### config.mk
export PLATFORM = sky130hd
export DESIGN_NAME = issue_select
export DESIGN_NICKNAME = d
export VERILOG_FILES = /design/src/rtl/issue_select_pkg.sv /design/src/rtl/issue_select_prio_picker.sv /design/src/rtl/issue_select.sv
export SDC_FILE = /design/constraint.sdc
export NUM_CORES = 1
export LEC_CHECK = 0
export ABC_AREA = 1
export CORE_MARGIN = 5
export CORE_UTILIZATION = 46
export CTS_CLUSTER_SIZE = 10
export DETAILED_ROUTE_END_ITERATION = 8
export HOLD_SLACK_MARGIN = 0.1
export PLACE_DENSITY = 0.86
export SLEW_MARGIN = 10
export SYNTH_ARGS = -nofsm -noshare
export SYNTH_HDL_FRONTEND = slang
export SYNTH_SLANG_ARGS = --single-unit
### constraint.sdc
create_clock -name clk -period 3.3 [get_ports clk]
set_clock_uncertainty 0.1 [all_clocks]
set_input_delay 0.66 -clock clk [delete_from_list [all_inputs] [get_ports clk]]
set_output_delay 0.66 -clock clk [all_outputs]
set_load 0.01 [all_outputs]
### src/rtl/issue_select_pkg.sv
// Shared issue-unit types: writeback reservation entry and latency encodings.
package issue_select_pkg;

  // Reservation entries carry tags up to this width; narrower tags are zero-extended.
  localparam int TAG_W_MAX = 16;
  localparam int LAT_W     = 2;

  localparam logic [LAT_W-1:0] LAT_NONE = 2'd0;
  localparam logic [LAT_W-1:0] LAT_1    = 2'd1;
  localparam logic [LAT_W-1:0] LAT_2    = 2'd2;
  localparam logic [LAT_W-1:0] LAT_3    = 2'd3;

  typedef struct packed {
    logic                 valid;
    logic                 ldst_val;
    logic [TAG_W_MAX-1:0] pdst;
  } wb_stage_t;

  localparam wb_stage_t WB_STAGE_EMPTY = '0;

endpackage

### src/rtl/issue_select_prio_picker.sv
// Fixed-priority picker: one-hot of the lowest set request bit, zero if none.
module prio_picker #(
  parameter int WIDTH = 8
) (
  input  logic [WIDTH-1:0] req,
  output logic [WIDTH-1:0] grant
);

  // Two's-complement trick isolates the lowest set bit.
  assign grant = req & (~req + WIDTH'(1));

endmodule

### src/rtl/issue_select.sv
// Single-port issue select with writeback-port reservation and tag wakeup.
module issue_select
  import issue_select_pkg::*;
#(
  parameter int NUM_SLOTS = 8,
  parameter int PREG_SZ   = 7,
  parameter int MAX_LAT   = 3
) (
  input  logic                         clk,
  input  logic                         reset,
  input  logic [NUM_SLOTS-1:0]         io_slot_request,
  input  logic [NUM_SLOTS*PREG_SZ-1:0] io_slot_pdst,
  input  logic [NUM_SLOTS-1:0]         io_slot_ldst_val,
  input  logic [NUM_SLOTS*2-1:0]       io_slot_lat,
  input  logic                         io_fu_ready,
  input  logic                         io_kill,
  output logic [NUM_SLOTS-1:0]         io_slot_grant,
  output logic                         io_iss_valid,
  output logic [$clog2(NUM_SLOTS)-1:0] io_iss_slot_idx,
  output logic [PREG_SZ-1:0]           io_iss_pdst,
  output logic                         io_wakeup_valid,
  output logic [PREG_SZ-1:0]           io_wakeup_pdst
);

  localparam int IDX_W = $clog2(NUM_SLOTS);

  logic [NUM_SLOTS-1:0] eligible;
  logic [NUM_SLOTS-1:0] grant;

  logic                 grant_any;
  logic [IDX_W-1:0]     grant_idx;
  logic [PREG_SZ-1:0]   grant_pdst;
  logic [LAT_W-1:0]     grant_lat;
  logic                 grant_ldst;
  wb_stage_t            new_entry;

  wb_stage_t stage_q [1:MAX_LAT];
  wb_stage_t stage_d [1:MAX_LAT];

  logic                 iss_valid_q, iss_valid_d;
  logic [IDX_W-1:0]     iss_idx_q,   iss_idx_d;
  logic [PREG_SZ-1:0]   iss_pdst_q,  iss_pdst_d;

  // A slot whose result would land on the same cycle as an already reserved
  // writeback (entry sitting one stage above its latency) must wait.
  genvar gi;
  generate
    for (gi = 0; gi < NUM_SLOTS; gi++) begin : g_slot
      logic [LAT_W-1:0] lat;
      logic             conflict;

      assign lat = io_slot_lat[gi*LAT_W +: LAT_W];

      always_comb begin
        conflict = 1'b0;
        for (int k = 1; k < MAX_LAT; k++) begin
          if (lat == LAT_W'(k) && stage_q[k+1].valid) begin
            conflict = 1'b1;
          end
        end
      end

      assign eligible[gi] = io_slot_request[gi] & io_fu_ready & ~io_kill
                            & ~reset & ~conflict;
    end
  endgenerate

  prio_picker #(
    .WIDTH (NUM_SLOTS)
  ) u_picker (
    .req   (eligible),
    .grant (grant)
  );

  assign io_slot_grant = grant;

  always_comb begin
    grant_any  = |grant;
    grant_idx  = '0;
    grant_pdst = '0;
    grant_lat  = LAT_NONE;
    grant_ldst = 1'b0;
    for (int i = 0; i < NUM_SLOTS; i++) begin
      if (grant[i]) begin
        grant_idx  = IDX_W'(i);
        grant_pdst = io_slot_pdst[i*PREG_SZ +: PREG_SZ];
        grant_lat  = io_slot_lat[i*LAT_W +: LAT_W];
        grant_ldst = io_slot_ldst_val[i];
      end
    end
  end

  // Reservation pipeline: shift toward stage 1, granted uop overrides its stage.
  always_comb begin
    new_entry          = WB_STAGE_EMPTY;
    new_entry.valid    = 1'b1;
    new_entry.ldst_val = grant_ldst;
    new_entry.pdst     = TAG_W_MAX'(grant_pdst);

    for (int k = 1; k < MAX_LAT; k++) begin
      stage_d[k] = stage_q[k+1];
    end
    stage_d[MAX_LAT] = WB_STAGE_EMPTY;

    for (int k = 1; k <= MAX_LAT; k++) begin
      if (grant_any && grant_lat == LAT_W'(k)) begin
        stage_d[k] = new_entry;
      end
    end

    if (io_kill) begin
      for (int k = 1; k <= MAX_LAT; k++) begin
        stage_d[k] = WB_STAGE_EMPTY;
      end
    end
  end

  always_ff @(posedge clk) begin
    for (int k = 1; k <= MAX_LAT; k++) begin
      if (reset) begin
        stage_q[k] <= WB_STAGE_EMPTY;
      end else begin
        stage_q[k] <= stage_d[k];
      end
    end
  end

  // Issue report; kill already forces a zero grant, so it clears naturally.
  always_comb begin
    iss_valid_d = grant_any;
    iss_idx_d   = grant_idx;
    iss_pdst_d  = grant_pdst;
  end

  always_ff @(posedge clk) begin
    if (reset) begin
      iss_valid_q <= 1'b0;
      iss_idx_q   <= '0;
      iss_pdst_q  <= '0;
    end else begin
      iss_valid_q <= iss_valid_d;
      iss_idx_q   <= iss_idx_d;
      iss_pdst_q  <= iss_pdst_d;
    end
  end

  assign io_iss_valid    = iss_valid_q;
  assign io_iss_slot_idx = iss_idx_q;
  assign io_iss_pdst     = iss_pdst_q;

  assign io_wakeup_valid = stage_q[1].valid & stage_q[1].ldst_val;
  assign io_wakeup_pdst  = PREG_SZ'(stage_q[1].pdst);

endmodule
# --- Yosys cells after proc, flatten, opt, wreduce, memory -nomap -nowiden ---
# Memory sizes are Yosys's and may differ from the RTL's.
# Cells that the tools add are included.
word_totals:
  regBits: 11
  latch_bits: 0
  mem_bits_rw: 54
  rom_bits: 0
  input_bits: 92
  elab_cells: 149
  memories: 1
classes:
  n_addsub: 1
  mul: 0
  div: 0
  magnitude_cmp: 0
  eq_ne: 19
  shift: 0
  mux: 57
  bitwise: 48
  n_reduce_logical: 20
memory_table:
  columns: ["name", "words", "word_bits", "read_ports", "rd_clocked_by_memory_dff", "wr", "line", "source"]
  rows:
  - ["stage_q", 3, 18, 3, 0, 3, "issue_select.sv:37", "wb_stage_t stage_q [1:MAX_LAT];"]
ops:
  columns: ["op", "n"]
  rows:
  - ["$mux W18", 6]
  - ["$mux W7", 8]
  - ["$mux W54", 1]
  - ["$and A1 B1 Y1", 33]
  - ["$mux W1", 28]
  - ["$eq A2 B2 Y1 const B", 10]
  - ["$logic_and A1 B1 Y1", 19]
  - ["$eq A2 B1 Y1 const B", 9]
  - ["$mux W3", 6]
  - ["$mux W2", 8]
  - ["$not A1 Y1", 10]
  - ["$add A8 B1 Y8 const B", 1]
  - ["$and A8 B8 Y8", 1]
  - ["$not A8 Y8", 1]
  - ["$reduce_or A8 Y1", 1]
  - ["$or A1 B1 Y1", 3]

# --- Longest topological paths before layout ---
# Gate-level depths: netlist of run 1.
depth:
  depth_word: 22
  depth_mapped: 17

# --- Hierarchy ---
# Synthesis of run 1 repeated with hierarchy kept, for this count alone.
unflattened:
  hier_cells: 417
  hier_area_um2: 2484.9
by_module_without_submodules:
  columns: ["module", "n_inst", "cells_per_inst", "area_per_inst_um2", "seq_area_each_um2"]
  rows:
  - ["issue_select", 1, 397, 2393.5, 760.7]
  - ["prio_picker", 1, 20, 91.3, 0.0]

# --- Least setup slack after synthesis of run 1 ---
# OpenSTA, ideal clock, no wires.
synth_path:
  path_type: "input port to output port"
  start: "input port io_fu_ready"
  end: "output port io_slot_grant[5]"
  arrival_time_ns: 1.681
  required_time_ns: 2.540
  path_slack_ns: 0.859
  stages: 9
  path_buffers: 2
  cell_sequence: "buf_4 > nand2_2 > nor2_4 > nand3_4 > nand2_4 > nor2_4 > buf_2 > nand3_1 > inv_1"
synth_via:
  elab_chain_cells: 7
  word_cells_on_any_way: 27
  cone_classes: "add/sub (1); bitwise (26)"
synth_lines:
  columns: ["item", "line", "source"]
  rows:
  - ["start, declared", "issue_select.sv:15", "input logic io_fu_ready,"]
  - ["$and A1 B1 Y1 (2 in a row)", "issue_select.sv:63", "assign eligible[gi] = io_slot_request[gi] & io_fu_ready & ~io_kill"]
  - ["$and A1 B1 Y1 (2 in a row)", "issue_select.sv:64", "& ~reset & ~conflict;"]
  - ["$not A8 Y8", "issue_select_prio_picker.sv:10", "assign grant = req & (~req + WIDTH'(1));"]
  - ["$add A8 B1 Y8", "issue_select_prio_picker.sv:10", null]
  - ["$and A8 B8 Y8 (*)", "issue_select_prio_picker.sv:10", null]
  - ["end, declared", "issue_select.sv:17", "output logic [NUM_SLOTS-1:0] io_slot_grant,"]
# Mark *: on every way between the ends. The rest lies on a longest branch, timed or not.

# --- Final worst setup path of run 1 ---
layout_path:
  start: "input port io_slot_lat[10]"
  end: "output port io_slot_grant[6]"
layout_via:
  elab_chain_cells: 9
  word_cells_on_any_way: 11
  cone_classes: "add/sub (1); eq/ne (2); mux (2); bitwise (4); reduce/logical (2)"
layout_lines:
  columns: ["item", "line", "source"]
  rows:
  - ["start, declared", "issue_select.sv:14", "input logic [NUM_SLOTS*2-1:0] io_slot_lat,"]
  - ["$eq A2 B1 Y1", "issue_select.sv:57", "if (lat == LAT_W'(k) && stage_q[k+1].valid) begin"]
  - ["$logic_and A1 B1 Y1", "issue_select.sv:57", null]
  - ["$mux W1", "issue_select.sv:57", null]
  - ["$mux W1 (*)", "issue_select.sv:57", null]
  - ["$not A1 Y1 (*)", "issue_select.sv:64", null]
  - ["$and A1 B1 Y1 (*)", "issue_select.sv:64", null]
  - ["$not A8 Y8 (*)", "issue_select_prio_picker.sv:10", null]
  - ["$add A8 B1 Y8 (*)", "issue_select_prio_picker.sv:10", null]
  - ["$and A8 B8 Y8 (*)", "issue_select_prio_picker.sv:10", null]
# Marked as above.

==> results of run 1 <==
==> area by class of cell <==
cell class	instances	area (sq um)	area share [%]
Sequential cell	38	760.7	18.40
Tap cell	72	90.09	2.179
Multi-Input combinational cell	285	1533	37.08
Inverter	51	209.0	5.054
Clock inverter	3	68.82	1.665
Clock buffer	5	68.82	1.665
Timing Repair Buffer	147	1404	33.96
==> routing by layer <==
layer / up-vias / routed length [microns] / part of all wire (%) / global-route usage [%]
li1: 1508 / - / - / -
met1: 1326 / 3051 / 38 / 22.79
met2: 102 / 4224 / 52 / 42.19
met3: 19 / 625 / 7.7 / 5.860
met4: 0 / 204 / 2.5 / 6.043
met5: - / 0 / 0 / 0
==> sequential cells by signal, summed over array words and instances, names as in the netlist <==
register / flops
io_iss_pdst: 7
io_iss_slot_idx: 3
io_iss_valid: 1
stage_q: 27
==> synthesized netlist by cell type <==
library cell,number,area [sq um]
a21oi_1,1,5.000
a21oi_2,17,148.9
buf_1,1,3.750
buf_12,1,20.02
buf_2,3,15.01
buf_4,10,75.07
buf_6,3,33.78
buf_8,1,15.01
clkinv_4,1,8.760
dfxtp_1,38,760.7
inv_1,39,146.4
inv_2,8,30.03
inv_4,2,12.51
inv_8,1,11.26
nand2_1,99,371.6
nand2_2,5,31.28
nand2_4,4,45.04
nand2_8,3,60.06
nand3_1,42,210.2
nand3_2,7,70.07
nand3_4,2,35.03
nand3b_1,3,22.52
nand4_1,23,143.9
nor2_1,58,217.7
nor2_2,12,75.07
nor2_4,3,33.78
nor2_8,1,20.02
nor3_1,1,5.000
o211ai_2,1,12.51
o21ai_0,1,5.000
o21ai_2,2,17.52
==> through the flow <==
step | TNS, ns | setup slack [ns] | std cells | utilization, %
after floorplan | 0 | 0.8587 | 393 | -
after CTS | 0 | 0.01313 | 599 | 73.71
after detailed placement | -0.1561 | -0.09180 | 591 | 71.29
after global placement | -0.06620 | -0.03645 | 591 | 71.29
final | 0 | 0.1149 | 601 | 74.16
after global routing | 0 | 0.0008011 | 601 | 74.16
==> power breakdown <==
part / switching [W] / internal, W
Clock: 0.000172 / 0.000303
Combinational: 0.000207 / 0.000216
Sequential: 0.0000121 / 0.000486
==> worst max path at each step <==
stage	endpoint	slack [ns]	cells after the start
floorplan	io_slot_grant[5]	0.86	9
global placement	io_slot_grant[7]	-0.04	8
detailed placement	io_slot_grant[1]	-0.09	7
CTS	io_slot_grant[5]	0.01	10
global route	io_slot_grant[6]	0.0008	10
finish	io_slot_grant[6]	0.11	10
==> worst max-delay path: stages <==
cell and delay [ns]:
clkdlybuf4s50_1 0.52, inv_1 0.07, nor2_1 0.09, nand2_1 0.05, nand3_1 0.14, nand2_2 0.10
nor2_8 0.12, nand3_4 0.08, inv_4 0.06, clkdlybuf4s50_1 0.53
==> cells in the final DEF (no fill, tap or decap), types with 5 or more instances in the layout <==
cell / instances
clkbuf_8: 5
nand2_1: 99
nand3_1: 42
nand3_2: 7
buf_4: 29
inv_1: 38
nor2_2: 13
nand4_1: 23
nor2_1: 57
dfxtp_1: 38
a21oi_2: 17
clkdlybuf4s50_1: 113
nand2_2: 5
inv_2: 9
==> what timing repair did <==
| action | in CTS | in global routing |
|---|---|---|
| gates cloned | 0 | 0 |
| pin swaps | 0 | 1 |
| endpoints found under the setup margin | 6 | 5 |
| resized for setup | 2 | 5 |
| setup buffers | 0 | 2 |
==> cells by family after synthesis <==
group / count (synthesis)
buf+inv: 70
simple gates: 263
flops: 38
compound gates: 22
==> flow_summary.yaml, run 1 <==
setup_path:
  critPathArrivalTime_ns: 2.43
  setup.worst_path.class: "primary input to output port"
  worstSetupEndpointType: "output port"
  worstSetupStartpoint: "io_slot_lat[10]"
  rrSetupSlack_ns: 0.82
  crit_path_max_fanout: 3
  timing.rr.end: "stage_q[0][22]"
  critical_path_required_ns: 2.54
  r2r_start: "stage_q[0][71]"
  critPathLaunchType: "primary input"
  reg2regPathDepth: 16
layout:
  num-nets-final: 620
  diodes: 0
  drive_above_1_share_pct: 20.42
  synthToLayoutAreaGrowth_pct: 55.26
  nFillCells: 474
  finalInstanceArea_sq_um: 4134
routing:
  first_pass_iters: 4
  vias_per_cell: 4.917
  first_iter_violations: 74
  wl_per_cell_microns: 13.49
  drt-total-wl_mm: 8.105
  drc: 0
  ant_nets: 0
  routed-via-count: 2955
sta:
  hold_viol: 0
  fmax_ghz: 0.3140
  fin_hold_ws_ns: 0.3610
  tightest_slew_ns: 0.3999
  timing.slew.headroom_pct: 73.24
  drv_slew: 0
  min_period_ns: 3.185
  final.period_utilization_pct: 96.52
  rsz0062_at_grt: "no"
  finalSetupViolations: 0
synth:
  synth_area_per_cell_sq_um: 6.775
  synth_xor_area_share_pct: 0
  ys_seq_elements: 38
  synth_top_family_by_area: "simple AND/OR/NAND/NOR gates"
  synth_fa_ha_area_share_pct: 0
  synth_compound_area_share_pct: 7.096
  synthCells: 393
  yosys.area_share.simple_pct: 50.38
  ys_warn_count: 0
  muxShareOfSynthArea_pct: 0
  yosysSeqAreaShare_pct: 28.57
  yosysUniqueCellTypes: 31
  synth_area_sq_um: 2663
  syn_nets: 485
status:
  status: "complete, no violations"
die:
  io_pins: 119
  die_w_microns: 86.08
  fp.dieArea_sq_um: 7410
  dieHeight_microns: 86.08
  row_count: 27
  initial_core_util_pct: 47.77
  core_sq_um: 5574
clocking:
  clk_latency_ns: 0.29
  cts_root_buffer: "clkbuf_8"
  ctsHoldBuffers: 0
  cts_max_level: 2
  cts_tree: "yes"
  cts.clk_slew.worst_paths_ns: 0.08
  clock_sinks: 38
  cts_buffer_depth: 2
  numCtsBuffers: 5
grt:
  grt_pass1_wl_mm: 13.18
  gr-usage-all-layers_pct: 21.83
  antenna_found_initial: 0
  grt_pass1_vias: 3008
  grt-ovfl-total: 0
  grt_start_max_net_pins: 19
placed_design:
  io_buffer_count: 118
  place_congestion: 0.8677
  place_hpwl_mm: 6.825
  placed_area_sq_um: 3974
power:
  power_density_nw_per_um2: 337.8
  ir_drop_uv: 377.5
  leakage_nw: 1.905
  power.total_w: 0.001396
min_path:
  holdCritPathClass: "flop to flop"
  whs_path_depth: 2
  hold_path_end: "stage_q[0][40]"
  hold_path_startpoint: "stage_q[0][58]"
flow_run:
  maxCapViolations: 0
Note: power is estimated with default switching activity, not from simulation.
==> run 2: changes to the inputs <==
--- a/config.mk
+++ b/config.mk
@@ -12,6 +12,7 @@
 export DETAILED_ROUTE_END_ITERATION = 8
 export HOLD_SLACK_MARGIN = 0.1
 export PLACE_DENSITY = 0.86
+export SETUP_SLACK_MARGIN = 0.2
 export SLEW_MARGIN = 10
 export SYNTH_ARGS = -nofsm -noshare
 export SYNTH_HDL_FRONTEND = slang
==> constraint.sdc (replaced) <==
create_clock -name clk -period 3.3 [get_ports clk]
set_clock_uncertainty 0.1 [all_clocks]
set_input_delay 0.33 -clock clk [delete_from_list [all_inputs] [get_ports clk]]
set_output_delay 0.33 -clock clk [all_outputs]
set_load 0.01 [all_outputs]
==> flow_summary.yaml, run 2 (synthesized netlist as in run 1, its figures left out) <==
status:
  status: "complete, no violations"
routing:
  drt-total-wl_mm: 7.661
  dr.max_layer_used: "met4"
  wl_per_cell_microns: 13.32
  first_pass_iters: 4
  wl_met1_mm: 2.887
  dr_wl_met3_microns: 676
  vias_per_cell: 4.970
  ant_nets: 0
  first_iter_violations: 114
  drc: 0
  routed-via-count: 2858
  dr_wl_met2_mm: 3.938
setup_path:
  r2r_start: "stage_q[0][53]"
  critPathArrivalTime_ns: 2.51
  critical_path_required_ns: 2.87
  crit_top_cell: "clkdlybuf4s50_1"
  crit_path_max_incr_delay_ns: 0.68
  slowest_stage: "clkdlybuf4s50_1"
  path_cells: "clkdlybuf4s50_1, inv_2, nor2_2, nand2_1, nor3_1, nand3_2, inv_1, clkdlybuf4s50_1"
  worstSetupStartpoint: "io_fu_ready"
  setup.worst_path.class: "primary input to output port"
  crit_path_max_fanout: 10
  critPathLaunchType: "primary input"
  worstSetupEndpointType: "output port"
sta:
  drv_slew: 0
  fin_hold_ws_ns: 0.3684
  hold_viol: 0
  rsz0062_at_grt: "no"
  min_period_ns: 2.941
  finalSetupViolations: 0
  fmax_ghz: 0.3400
  tightest_slew_ns: 0.3606
  timing.slew.headroom_pct: 75.88
  final.period_utilization_pct: 89.13
  final.setup.tns_ns: 0
clocking:
  clk_latency_ns: 0.30
  cts_buffer_depth: 2
  cts_tree: "yes"
  clock_sinks: 38
  cts_max_level: 2
  numCtsBuffers: 5
  cts_root_buffer: "clkbuf_8"
  cts.clk_slew.worst_paths_ns: 0.08
placed_design:
  place_hpwl_mm: 6.404
  placed_area_sq_um: 3794
  io_buffer_count: 118
  place_congestion: 0.8449
die:
  io_pins: 119
  die_w_microns: 86.08
  initial_core_util_pct: 47.77
  core_sq_um: 5574
  fp.dieArea_sq_um: 7410
  dieHeight_microns: 86.08
  row_count: 27
min_path:
  hold_path_startpoint: "stage_q[0][58]"
  holdCritPathClass: "flop to flop"
layout:
  largest_register: "stage_q"
  diodes: 0
  num-nets-final: 594
  drive_above_1_share_pct: 16.10
  finalInstanceArea_sq_um: 3933
  layout_commonest_cell: "clkdlybuf4s50_1"
  largest_reg_flops: 27
  final_cell_mix: "clkdlybuf4s50_1 (118), nand2_1 (99), nor2_1 (58)"
  synthToLayoutAreaGrowth_pct: 47.70
grt:
  grt-ovfl-total: 0
  grt_start_max_net_pins: 19
  grt_pass1_vias: 2886
  antenna_found_initial: 0
  grt_pass1_wl_mm: 12.81
  gr-usage-all-layers_pct: 21.18
flow_run:
  maxCapViolations: 0
power:
  leakage_nw: 1.741
  ir_drop_uv: 274.6
  power.total_w: 0.001371
  power_density_nw_per_um2: 348.7
run 2: changes by cell type in the layout (fill, tap and decap cells not counted), moves of 2 or more:
cell / delta
buf_4: -26
clkdlybuf4s50_1: +5
dlymetal6s2s_1: -3
dlygate4sd2_1: -2
run 2: worst max-delay path: cells and delay by family:
kind | cells | cell delay, ns
buffers and inverters | 4 | 1.53
and+or+nand+nor | 4 | 0.64
run 2: cell type report:
class	count	area [sq um]
clock buffers	5	68.82
clock inverters	3	68.82
fillers	471	1642
inverters	51	209.0
multi-input cells	285	1530
flip-flops and latches	38	762.0
well taps	72	90.09
repair buffers	121	1204
run 2: per-stage QoR:
stage | worst slack [ns] | std cells | util [%]
6_report | 0.3589 | 575 | 70.55
5_1_grt | 0.2020 | 575 | 70.55
4_1_cts | 0.3705 | 575 | 70.53
3_5_place_dp | 0.3655 | 567 | 68.06
3_3_place_gp | 0.4045 | 567 | 68.06
2_1_floorplan | 1.330 | 393 | -
run 2: path summary, 6_finish.rpt:
| kind | endpoint | slack (ns) | cells after the start |
|---|---|---|---|
| worst min register to register | stage_q[0][40] | 0.37 | 2 |
| worst max register to register | stage_q[0][52] | 0.75 | 13 |
| worst min-delay path | stage_q[0][40] | 0.37 | 2 |
| worst max-delay path | io_slot_grant[7] | 0.36 | 8 |
run 2: where the power goes:
part	internal [W]	switching, W	leakage, nW
Sequential	0.000486	0.0000127	0.310
Combinational	0.000199	0.000199	1.36
Clock	0.000303	0.000171	0.0683
run 2: repair_timing:
action | in CTS | in global routing
endpoints found under the setup margin | 0 | 1
hold buffers | 0 | 0
setup buffers | 0 | 0
gates resized for setup | 0 | 1
endpoints found under the hold margin | 0 | 0
run 2: layer usage:
layer / vias up / track usage [%]
li1: 1457 / -
met3: 15 / 7.397
met5: - / 0
met2: 97 / 38.12
met1: 1289 / 22.81
met4: 0 / 7.338
==> patch 1, RTL diff (flow settings as in run 2) <==
Change the parameter `MAX_LAT` from 3 to 6.
--- a/src/rtl/issue_select.sv
+++ b/src/rtl/issue_select.sv
@@ -5,5 +5,5 @@
   parameter int NUM_SLOTS = 8,
   parameter int PREG_SZ   = 7,
-  parameter int MAX_LAT   = 3
+  parameter int MAX_LAT   = 6
 ) (
   input  logic                         clk,
Formal check against the unedited RTL: not equivalent (a bounded check fails within 4 cycles, from zero or initial values and one cycle with reset high).
==> patch 1 against run 2 <==
- critical path depth up 1
- clock power grew 28%
- power rose by 37%
- die area rose by 27%
- area after synthesis grew 31%
- final cell count up 27%
- combinational power up 9.8%
- setup slack lost 0.033 ns
- cell area up 25%
- routed wire length up 45%
- sequential cell count grew 27
- first-iteration DRC count grew to 2.6 times the old value
- largest power group unchanged
- highest routed layer unchanged
==> patch 1: results (changes against run 2) <==
Drt
  • Met2 WL: 5.462 mm (was 3.938 mm)
  • Met3 routed WL: 1.041 mm (was 676 um)
  • Avg WL per Cell: 15.17 um (was 13.32 um)
  • Final wirelength: 11.12 mm (was 7.661 mm)
  • Met1 WL: 4.289 mm (was 2.887 mm)

Clock network
  • Number of buffers created by CTS: 9 (was 5)
  • Clock H-tree levels: 3 (was 2)

Setup path
  • R2R depth: 15 (was 13)
  • Worst stage delay on the critical path: 0.55 ns (was 0.68 ns)
  • Worst-path maximum fanout: 11 (was 10)

Finish
  • Comb_multi_in: 360 (was 285)
  • Clock Buffer Count: 11 (was 5)
  • Final Instance Area: 4911 sq um (was 3933 sq um)
  • Non-clock inverters: 65 (was 51)
  • Filler cells: 599 (was 471)
  • Number of non-clock buffers: 128 (was 121)
  • Sequential cell area: 1301 sq um (was 762.0 sq um)

Global route
  • Vias in the first global route: 3,763 (was 2,886)
  • Global-route wire length before repair: 17.78 mm (was 12.81 mm)
  • GRT Total Usage: 0.2299 (was 0.2118)

Placed design
  • Dpl hpwl: 8.795 mm (was 6.404 mm)
  • DP Area: 4718 sq um (was 3794 sq um)

Outcome
  • Status: complete, no violations (unchanged)

Synthesis
  • Post-synth net total: 604 (was 485)
  • Cells after Synth: 512 (was 393)
  • Synth Register Bits: 65 (was 38)
  • Synth cell count leaders: 137 x nand2_1, 65 x dfxtp_1, 65 x nor2_1 (was 99 x nand2_1, 58 x nor2_1, 42 x nand3_1)
  • Post-synthesis sequential area ratio: 0.3722 (was 0.2857)
  • Synth unique cells: 33 (was 31)
  • Synth area leaders: dfxtp_1 37%, nand2_1 15%, nand3_1 7.9%, nor2_1 7.0%, inv_1 5.9% (was dfxtp_1 29%, nand2_1 14%, nor2_1 8.2%, nand3_1 7.9%, a21oi_2 5.6%)

Hold path
  • Hold Path Origin: stage_q[0][57]$_SDFF_PP0_ (was stage_q[0][58]$_SDFF_PP0_)
-- patch 1: cell types whose count changed after synthesis, sizes merged, moves of 2 or more --
| cell | change |
|---|---|
| nand2 | +35 |
| clkinv | +2 |
| nand3b | -3 |
| nand4 | -8 |
| nor3 | +2 |
| o21ai | +8 |
| inv | +12 |
| a21oi | +11 |
| clkbuf | +3 |
| dfxtp | +27 |
| nand3 | +15 |
| nor2 | +6 |
| or2 | +2 |
| and3 | +5 |
-- patch 1: worst paths after layout --
path         slack (ns)                         to
max                0.33           io_slot_grant[3]
min reg2reg        0.33  stage_q[0][39]$_SDFF_PP0_
min                0.33  stage_q[0][39]$_SDFF_PP0_
max reg2reg        0.55  stage_q[0][41]$_SDFF_PP0_
-- patch 1: report_power, final --
| part | leakage (nW) | internal (W) | switching [W] |
|---|---|---|---|
| Clock | 0.0911 | 0.000309 | 0.000298 |
| Sequential | 0.527 | 0.000822 | 0.0000137 |
| Combinational | 1.61 | 0.000201 | 0.000238 |
==> patch 2, RTL diff (settings of run 2) <==
Made on the original files. Make the reset (`reset`) asynchronous in one clocked block.
--- a/src/rtl/issue_select.sv
+++ b/src/rtl/issue_select.sv
@@ -133,5 +133,5 @@
   end
 
-  always_ff @(posedge clk) begin
+  always_ff @(posedge clk or posedge reset) begin
     if (reset) begin
       iss_valid_q <= 1'b0;
Function: differs if reset is asserted again (counterexample within 4 cycles, from zero or initial values and one cycle with reset high); with reset held inactive, the same outputs for 10 cycles.
==> patch 2 against run 2 <==
- combinational power increased by 6.5%
- via count increased by 2.4%
- worst hold slack got worse by 0.00052 ns
- first-iteration DRC count increased by 120%
- critical path type is now register to output port
- global-route usage increased by 0.70 points
- sequential cell count unchanged
- utilization decreased by 1.6 points
- area after synthesis increased by 7.1%
- cell area increased by 5.0%
- setup slack improved by 0.00058 ns
- die area increased by 6.3%
- power decreased by 0.37%
- routed wire length increased by 7.3%
==> patch 2: results (changes against run 2) <==
Placed design
  • Dpl hpwl: 6.958 mm (was 6.404 mm)
  • Dpl ws: 0.2098 ns (was 0.3655 ns)
  • DP Area: 3989 sq um (was 3794 sq um)

Drt
  • Total number of vias: 2,927 (was 2,858)
  • Initial drt markers: 256 (was 114)
  • Met1 WL: 3.293 mm (was 2.887 mm)
  • Met3 routed WL: 787 um (was 676 um)
  • Routed vias/inst: 4.978 (was 4.970)
  • Final wirelength: 8.218 mm (was 7.661 mm)

Global route
  • Vias in the first global route: 2,861 (was 2,886)
  • GRT met3 Usage: 0.06052 (was 0.07397)
  • GRT Total Usage: 0.2188 (was 0.2118)
  • GRT met1 Usage: 0.2653 (was 0.2281)

Hold path
  • Hold Path Origin: stage_q[0][54]$_SDFF_PP0_ (was stage_q[0][58]$_SDFF_PP0_)

Finish
  • Sequential cell area: 815.8 sq um (was 762.0 sq um)
  • Clock Buffer Count: 6 (was 5)
  • Share of layout cells above drive strength 1: 0.1891 (was 0.1610)
  • Comb_multi_in: 293 (was 285)
  • Non-clock inverters: 53 (was 51)
  • Filler cells: 501 (was 471)
  • Multi-input combinational area share: 0.4024 (was 0.3891)
  • Clock-cell share: 0.03212 (was 0.03500)
  • Final Instance Area: 4129 sq um (was 3933 sq um)

STA
  • Worst slew pin tran: 0.4887 ns (was 0.3606 ns)
  • Final hold slack: 0.3679 ns (was 0.3684 ns)

Power and ir drop
  • Maximum vdd drop: 0.3645 mV (was 0.2746 mV)
  • Tot Pwr: 0.001366 W (was 0.001371 W)
  • Total sequential power: 0.000500 W (was 0.000499 W)
  • Logic power comb: 0.000425 W (was 0.000399 W)
  • Leak pwr: 1.856 nW (was 1.741 nW)

Synthesis
  • Synth async-reset ratio: 0.2895 (was 0)
  • Synth area leaders: dfxtp_1 19%, nand2_1 13%, dfrtp_1 9.7%, nand3_1 7.7%, nor2_1 7.6% (was dfxtp_1 29%, nand2_1 14%, nor2_1 8.2%, nand3_1 7.9%, a21oi_2 5.6%)
  • Synth Area in Compound Gates: 0.06977 (was 0.07096)
  • Synth unique cells: 33 (was 31)

Outcome
  • Status: complete, no violations (unchanged)

Setup path
  • Worst stage delay on the critical path: 0.61 ns (was 0.68 ns)
patch 2: cell count changes after synthesis, moves of 2 or more:
cell,delta
dfrtp_1,+11
nand2_1,-3
inv_6,+2
o21ai_0,+2
or2_2,+2
nor2_2,+2
nand3_1,+2
nand4_1,-6
nand2_2,+2
nand2_4,+3
buf_2,-2
dfxtp_1,-11
patch 2: worst max-delay path by stage:
stage / from / end
final: stage_q[0][53]$_SDFF_PP0_ / io_slot_grant[5]
after global routing: stage_q[0][71]$_SDFF_PP0_ / io_slot_grant[5]
after CTS: io_fu_ready / io_slot_grant[7]
after detailed placement: io_fu_ready / io_slot_grant[7]
after global placement: io_fu_ready / io_slot_grant[7]
after floorplan: reset / stage_q[0][34]$_SDFF_PP0_
patch 2: kinds of logic (layout without fill, tap and decap cells):
logic type / Yosys count / in the layout
AND/OR/NAND/NOR: 269 / 269
flip-flops: 38 / 38
AO/OA/AOI/OAI: 24 / 24
buffers and inverters: 70 / 182
